**src/rtl/vec_result_packer_pkg.sv**
```systemverilog
// Shared SIMD writeback types: pack modes, default lane geometry and the
// signed-saturating narrow used by the ALU, control unit and result packer.
package vec_pkg;

  localparam int DEF_NUM_LANES = 16;
  localparam int DEF_LANE_W    = 32;
  localparam int DEF_HALF_W    = DEF_LANE_W / 2;

  typedef enum logic [1:0] {
    PM_FULL  = 2'b00,
    PM_TRUNC = 2'b01,
    PM_SAT   = 2'b10
  } pack_mode_t;

  typedef enum logic {
    ST_IDLE = 1'b0,
    ST_SEND = 1'b1
  } pk_state_t;

  // Encoding 2'b11 is reserved and behaves as full width.
  function automatic pack_mode_t decode_mode(input logic [1:0] m);
    pack_mode_t r;
    case (m)
      2'b01:   r = PM_TRUNC;
      2'b10:   r = PM_SAT;
      default: r = PM_FULL;
    endcase
    return r;
  endfunction

  function automatic logic [DEF_HALF_W-1:0] sat_narrow(input logic [DEF_LANE_W-1:0] v);
    logic [DEF_HALF_W:0]   upper;
    logic [DEF_HALF_W-1:0] r;
    upper = v[DEF_LANE_W-1:DEF_HALF_W-1];
    if ((&upper) || !(|upper)) r = v[DEF_HALF_W-1:0];
    else if (v[DEF_LANE_W-1])  r = {1'b1, {(DEF_HALF_W-1){1'b0}}};
    else                       r = {1'b0, {(DEF_HALF_W-1){1'b1}}};
    return r;
  endfunction

endpackage

```
**src/rtl/vec_result_packer_lane_narrow.sv**
```systemverilog
// One lane of the result packer: combinational truncate or signed saturate
// from LANE_W down to LANE_W/2 bits.
module lane_narrow
  import vec_pkg::*;
#(
  parameter int LANE_W = DEF_LANE_W
) (
  input  logic [LANE_W-1:0]   lane_i,
  input  pack_mode_t          mode_i,
  output logic [LANE_W/2-1:0] narrow_o
);

  localparam int HALF_W = LANE_W / 2;

  logic [HALF_W:0]   upper;
  logic              ovf;
  logic [HALF_W-1:0] sat;

  // The value fits when the dropped bits plus the new sign bit are all copies of the sign.
  always_comb begin
    upper = lane_i[LANE_W-1:HALF_W-1];
    ovf   = !((&upper) || !(|upper));
    if (!ovf)               sat = lane_i[HALF_W-1:0];
    else if (lane_i[LANE_W-1]) sat = {1'b1, {(HALF_W-1){1'b0}}};
    else                    sat = {1'b0, {(HALF_W-1){1'b1}}};
    narrow_o = (mode_i == PM_SAT) ? sat : lane_i[HALF_W-1:0];
  end

endmodule

```
**src/rtl/vec_result_packer.sv**
```systemverilog
// SIMD writeback packer: captures one lane vector, optionally narrows each lane,
// packs lane 0 at the LSB and streams the result as BUS_W-bit beats.
module vec_result_packer
  import vec_pkg::*;
#(
  parameter int NUM_LANES = DEF_NUM_LANES,
  parameter int LANE_W    = DEF_LANE_W,
  parameter int BUS_W     = 32
) (
  input  logic                              clk,
  input  logic                              rst,
  input  logic                              in_valid,
  output logic                              in_ready,
  input  logic [NUM_LANES-1:0][LANE_W-1:0]  in_lanes,
  input  logic [1:0]                        in_mode,
  output logic                              out_valid,
  input  logic                              out_ready,
  output logic [BUS_W-1:0]                  out_data,
  output logic                              out_last,
  output logic                              busy
);

  localparam int HALF_W    = LANE_W / 2;
  localparam int PACK_W    = NUM_LANES * LANE_W;
  localparam int NB_FULL   = PACK_W / BUS_W;
  localparam int NB_NARROW = NB_FULL / 2;
  localparam int BEAT_W    = (NB_FULL > 1) ? $clog2(NB_FULL) : 1;

  localparam logic [BEAT_W-1:0] LAST_FULL   = BEAT_W'(NB_FULL - 1);
  localparam logic [BEAT_W-1:0] LAST_NARROW = BEAT_W'(NB_NARROW - 1);

  pk_state_t          state_q, state_d;
  logic [BEAT_W-1:0]  beat_q, beat_d;
  pack_mode_t         mode_q, mode_d;
  logic [PACK_W-1:0]  pack_q, pack_d;

  pack_mode_t                            cap_mode;
  logic [NUM_LANES-1:0][HALF_W-1:0]      narrowed;
  logic [PACK_W-1:0]                     packed_narrow;
  logic [BEAT_W-1:0]                     last_idx;
  logic                                  last_beat;
  logic                                  accept;

  assign cap_mode = decode_mode(in_mode);

  for (genvar g = 0; g < NUM_LANES; g++) begin : g_lane
    lane_narrow #(.LANE_W(LANE_W)) u_narrow (
      .lane_i   (in_lanes[g]),
      .mode_i   (cap_mode),
      .narrow_o (narrowed[g])
    );
  end

  assign packed_narrow = {{(PACK_W/2){1'b0}}, narrowed};

  // Handshakes: a transfer happens on a rising edge where valid & ready are both
  // high; valid never depends on ready, and a stalled beat holds data and last.
  // in_ready also rises on the final beat handshake so vectors stream back to back.
  always_comb begin
    last_idx  = (mode_q == PM_FULL) ? LAST_FULL : LAST_NARROW;
    out_valid = (state_q == ST_SEND);
    busy      = (state_q == ST_SEND);
    last_beat = out_valid && (beat_q == last_idx);
    out_last  = last_beat;
    out_data  = out_valid ? pack_q[beat_q*BUS_W +: BUS_W] : '0;
    in_ready  = ((state_q == ST_IDLE) || (last_beat && out_ready)) && !rst;
    accept    = in_valid && in_ready;
  end

  always_comb begin
    state_d = state_q;
    beat_d  = beat_q;
    mode_d  = mode_q;
    pack_d  = pack_q;
    case (state_q)
      ST_IDLE: begin
        if (accept) begin
          state_d = ST_SEND;
          beat_d  = '0;
          mode_d  = cap_mode;
          pack_d  = (cap_mode == PM_FULL) ? in_lanes : packed_narrow;
        end
      end
      ST_SEND: begin
        if (out_ready) begin
          if (last_beat) begin
            if (accept) begin
              beat_d = '0;
              mode_d = cap_mode;
              pack_d = (cap_mode == PM_FULL) ? in_lanes : packed_narrow;
            end else begin
              state_d = ST_IDLE;
            end
          end else begin
            beat_d = beat_q + BEAT_W'(1);
          end
        end
      end
      default: state_d = ST_IDLE;
    endcase
  end

  always_ff @(posedge clk) begin
    if (rst) begin
      state_q <= ST_IDLE;
      beat_q  <= '0;
      mode_q  <= PM_FULL;
      pack_q  <= '0;
    end else begin
      state_q <= state_d;
      beat_q  <= beat_d;
      mode_q  <= mode_d;
      pack_q  <= pack_d;
    end
  end

endmodule

```
**config.mk**
```make
export PLATFORM = sky130hd
export DESIGN_NAME = vec_result_packer
export DESIGN_NICKNAME = d
export VERILOG_FILES = /design/src/rtl/vec_result_packer_pkg.sv /design/src/rtl/vec_result_packer_lane_narrow.sv /design/src/rtl/vec_result_packer.sv
export SDC_FILE = /design/constraint.sdc
export NUM_CORES = 2
export LEC_CHECK = 0
export CAP_MARGIN = 40
export CORE_ASPECT_RATIO = 1.75
export CORE_MARGIN = 3
export CORE_UTILIZATION = 47
export DETAILED_ROUTE_END_ITERATION = 6
export GPL_ROUTABILITY_DRIVEN = 0
export PLACE_DENSITY = 0.89
export SYNTH_ARGS = -nofsm -noshare
export SYNTH_HDL_FRONTEND = slang
export SYNTH_SLANG_ARGS = --single-unit
```
**constraint.sdc**
```tcl
create_clock -name clk -period 2.35 [get_ports clk]
set_input_delay 0.3525 -clock clk [delete_from_list [all_inputs] [get_ports clk]]
set_output_delay 0.3525 -clock clk [all_outputs]
set_load 0.01 [all_outputs]
```
==> results of run 1 <==
==> routing by layer <==
layer,track usage [%],GRT overflow
met5,25.02,1
met4,70.59,154
met3,53.24,5
met2,87.06,279
met1,63.86,13
==> repair_timing <==
item / CTS
gates resized for setup: 304
endpoints found under the hold margin: 0
endpoints found under the setup margin: 538
pin swaps: 104
gates cloned: 39
setup buffers: 61
==> cells by family after synthesis <==
| family | after synthesis | share of synthesized area (%) |
|---|---|---|
| compound gates | 709 | 21.66 |
| xor+xnor | 2 | 0.06732 |
| fa+ha+maj | 4 | 0.1923 |
| buf+inv | 274 | 4.885 |
| flops | 519 | 39.92 |
| mux | 168 | 14.15 |
| simple gates | 807 | 19.11 |
==> per-stage QoR <==
step,setup TNS (ns),worst slack (ns)
after floorplan,0,0.03126
after global placement,-131.46,-0.4300
after detailed placement,-162.54,-0.4579
after CTS,-207.25,-0.8427
==> impl_results.md, run 1 <==
- Synth Cell Area: 26020 um^2
- Num Clock Sinks: 519
- Leading post-synthesis cells by cell area: dfxtp_1, mux4_2, a22o_1
- H-tree depth: 2
- First-pass GRT wire length: 293700 um
- Avg Synthesized Cell Area: 10.48 um^2
- # rows: 113
- Synth Register Bits: 519
- Syn Nets: 3005
- Async set-reset flop share out of synthesis: 0%
- Tool Error: [ERROR GRT-0116] Global routing finished with congestion. Check the congestion regions in the DRC Viewer.
- Die width: 183.9 um
- Total gr overflow: 452
- YS warnings: 0
- Clk root buf: clkbuf_16
- Outcome: stopped before the end
- Starting Density: 47.68%
- Most common cell in the netlist: dfxtp_1
- Primary FF master, synth: dfxtp_1
- Cell taking the most area after synthesis: dfxtp_1
- Gr usage total: 68.13%
- Area after DPL: 34330 um^2
- Vias in the first global route: 36610
- Buffers added on ports: 553
- Syn Inst Count: 2483
- Placed insts: 3796
- Pin count of the biggest net entering global routing: 100
- Commonest cells in the netlist: dfxtp_1, a22o_1, nand2b_1, nor3b_1, a221oi_1
- Die H: 317.3 um
- Hpwl dp: 111200 um
- Share of the yosys chip area belonging to registers: 39.92%
- Hold-fix buffers, CTS: 0
- Maximum clock insertion buffer count: 3
- CTS buffer count: 47
- Last stage: global routing (5_1_grt)
- Synth unique cells: 53
- Synth top area share: 39.92%
- Io pins: 554
- Post-synth EDFFs: 0
==> inputs of run 2 (changes only) <==
CORE_ASPECT_RATIO = default   (was 1.75)
CORE_UTILIZATION = 35   (was 47)
PLACE_DENSITY = default   (was 0.89)
PLACE_DENSITY_LB_ADDON = 0.15   (was default)
clock period = 3.06 ns   (was 2.35 ns; I/O delays follow)
==> run 2 against run 1 <==
Net effect:
- the flow now finishes, with violations (setup timing)
- synthesized cell count stayed put
- synthesized area did not move
==> impl_results.md, run 2 <==
- PnR worst setup slack: -0.2887 ns
- Outcome: complete, but fails checks (was stopped before the end)
- Final WL: 134500 um
- Met3 usage: 10.70%
- # rows: 99 (was 113)
- Flop pwr share: 41.6%
- Pin count of the biggest net entering global routing: 159
- Number of iterations in the first detailed-routing pass: 6
- First-pass GRT wire length: 184600 um
- Synth Cell Area: 26020 um^2 (unchanged)
- Commonest non-fill, non-tap cell in the layout: clkdlybuf4s50_1
- Most common cell in the netlist: dfxtp_1 (unchanged)
- Syn Nets: 3005 (unchanged)
- Buffers added on ports: 553 (unchanged)
- Via count: 25980
- Fin crit share: 109.4%
- Crit end category: primary output
- Total gr overflow: 0
- Area grow syn2layout: 37.06%
- Net switching power: 5.310 mW
- 1st-iter DRT viols: 3671
- Avg Synthesized Cell Area: 10.48 um^2 (unchanged)
- Synth unique cells: 53 (unchanged)
- Hold_ws: 0.4156 ns
- Worst EP required: 2.60 ns
- Final instance area: 35670 um^2
- Io pins: 554 (unchanged)
- Max IR drop VDD: 522.3 uV
- Leading post-synthesis cells by cell area: dfxtp_1, mux4_2, a22o_1 (unchanged)
- Die area: 77660 um^2
- Clock skew: 0.03004 ns
- Vias/cell: 6.505
- Sw Ratio: 28.28%
- Primary FF master, synth: dfxtp_1 (unchanged)
- Async set-reset flop share out of synthesis: 0% (unchanged)
- Layout cell share with drive strength beyond 1: 16.87%
- Synth top area share: 39.92% (unchanged)
- H-tree depth: 2 (unchanged)
- Slew HR: 55.06%
- # DRC: 0
- Top reg by flops: pack_q
- Gr usage total: 32.92%
- Power Density: 526.4 nW/um^2
- Area after DPL: 32810 um^2 (was 34330 um^2)
- Combinational share of power: 17.1%
- Static leakage: 12.55 nW
- FMAX: 298.6 MHz
- Max FFs per register: 512
- Die H: 278.7 um (was 317.3 um)
- CP arrival: 2.89 ns
- Worst Path Max Fanout: 8
- Place WS: 0.01812 ns (was -0.4579 ns)
- Syn Inst Count: 2483 (unchanged)
- Endpoints failing setup: 32
- Hold Path Class: primary input to register
- Clk root buf: clkbuf_16 (unchanged)
- Fin nets: 3501
- Hold-fix buffers, CTS: 0 (unchanged)
- Wire per inst: 33.66 um
- Tmin final: 3.349 ns
- Vias in the first global route: 24880
- Antenna violations before repair: 15
- Commonest cells in the netlist: dfxtp_1, a22o_1, nand2b_1, nor3b_1, a221oi_1 (unchanged)
- Total power draw: 18.78 mW
- Maximum clock insertion buffer count: 3 (unchanged)
- Detail Route Antenna Nets: 0
- Core area: 73330 um^2
- Starting Density: 35.49% (was 47.68%)
- Post-synth EDFFs: 0 (unchanged)
- Worst slew pin tran: 0.6679 ns
- Most frequent cells in the layout: clkdlybuf4s50_1, dfxtp_1, a22o_1, nand2b_1, nor3b_1
- Die width: 278.7 um (was 183.9 um)
- Setup Total Neg Slack: -7.148 ns
- Cell taking the most area after synthesis: dfxtp_1 (unchanged)
- Failing checks: setup timing
- Max Slew Vio Count: 0
- Critical path launch point type: register
- GRT Max-Usage Layer: met2
- Share of the yosys chip area belonging to registers: 39.92% (unchanged)
- CTS tree: done
- Crit Path Category: register to primary output
- Clock share of power: 41.3%
- Final hold viol count: 0
- Max Cap Viol: 0
- Cell-internal power: 13.47 mW
- YS warnings: 0 (unchanged)
- Synth Register Bits: 519 (unchanged)
- Hpwl dp: 105900 um (was 111200 um)
- Num Clock Sinks: 519 (unchanged)
- Grt met2 use: 48.87%
- Top flop regs: pack_q (512), beat_q (4), mode_q (2)
- Worst-Skew Late Latency: 0.65 ns
- CTS buffer count: 58 (was 47)
- RSZ-0062 raised after global routing: true
- GR Util met1: 44.27%
- Worst-path clk slew: 0.07 ns
==> run 2: area by class of cell <==
class | instances | area, um^2
Fill cell | 6630 | 37660
Tap cell | 959 | 1200
Inverter | 13 | 48.80
Antenna cell | 6 | 15.01
Clock inverter | 33 | 464.2
Clock buffer | 77 | 1663
Multi-Input combinational cell | 1690 | 14490
Sequential cell | 519 | 10400
Timing Repair Buffer | 697 | 7390
==> run 2: repair_timing <==
action / 4_1_cts / 5_1_grt
gates resized for setup: 200 / 19
buffers inserted: 26 / 6
cloned: 5 / 3
pin swaps: 1 / 0
setup endpoints to repair: 34 / 84
==> run 2: kinds of logic after synthesis <==
group                      synth area share, %
AOI/OAI and AO/OA                        21.66
xor gates and xnor gates               0.06732
adders and majority gates               0.1923
buffers and inverters                    4.885
DFF                                      39.92
muxes                                    14.15
and+or+nand+nor                          19.11
==> run 2: worst paths after layout <==
kind | startpoint | end | slack, ns | cells after the start
worst max-delay path | beat_q[0] | out_data[5] | -0.29 | 7
worst min-delay path | rst | mode_q[1] | 0.42 | 3
worst max register to register | beat_q[1] | pack_q[264] | 0.13 | 9
worst min register to register | pack_q[370] | pack_q[370] | 0.47 | 1
==> run 2: per-stage QoR <==
| stage | cells | utilization (%) |
|---|---|---|
| finish | 3994 | 48.64 |
| global route | 3989 | 48.62 |
| CTS | 3982 | 48.43 |
| detailed placement | 3842 | 44.74 |
| global placement | 3840 | 44.66 |
| floorplan | 2483 | - |
==> run 2: worst max-delay path, cell delays in order, from the launching register on <==
cell,delay [ns]
dfxtp_4,0.39
buf_12,0.12
buf_12,0.11
buf_16,0.15
mux4_2,0.61
mux4_2,0.57
and2_4,0.19
buf_6,0.11
==> run 2: power groups by stage <==
| stage | combinational, mW | sequential [mW] | clock, mW |
|---|---|---|---|
| after floorplan | 1.47 | 7.49 | 0 |
| after global placement | 2.98 | 7.88 | 0 |
| after CTS | 3.12 | 7.74 | 7.73 |
| after global routing | 3.35 | 7.78 | 8.00 |
| after detailed placement | 3.02 | 7.88 | 0 |
| final | 3.21 | 7.81 | 7.75 |
==> run 2: layer usage <==
metal  share of wire, %  up-vias  routed length [um]
met5              0.036        -                  49
met4                4.7        8                6356
met3                 13      268               16880
met2                 43     1909               57850
met1                 40    12930               53320
li1                   -    10870                   -
No activity file was read; power rests on OpenSTA's default activity.
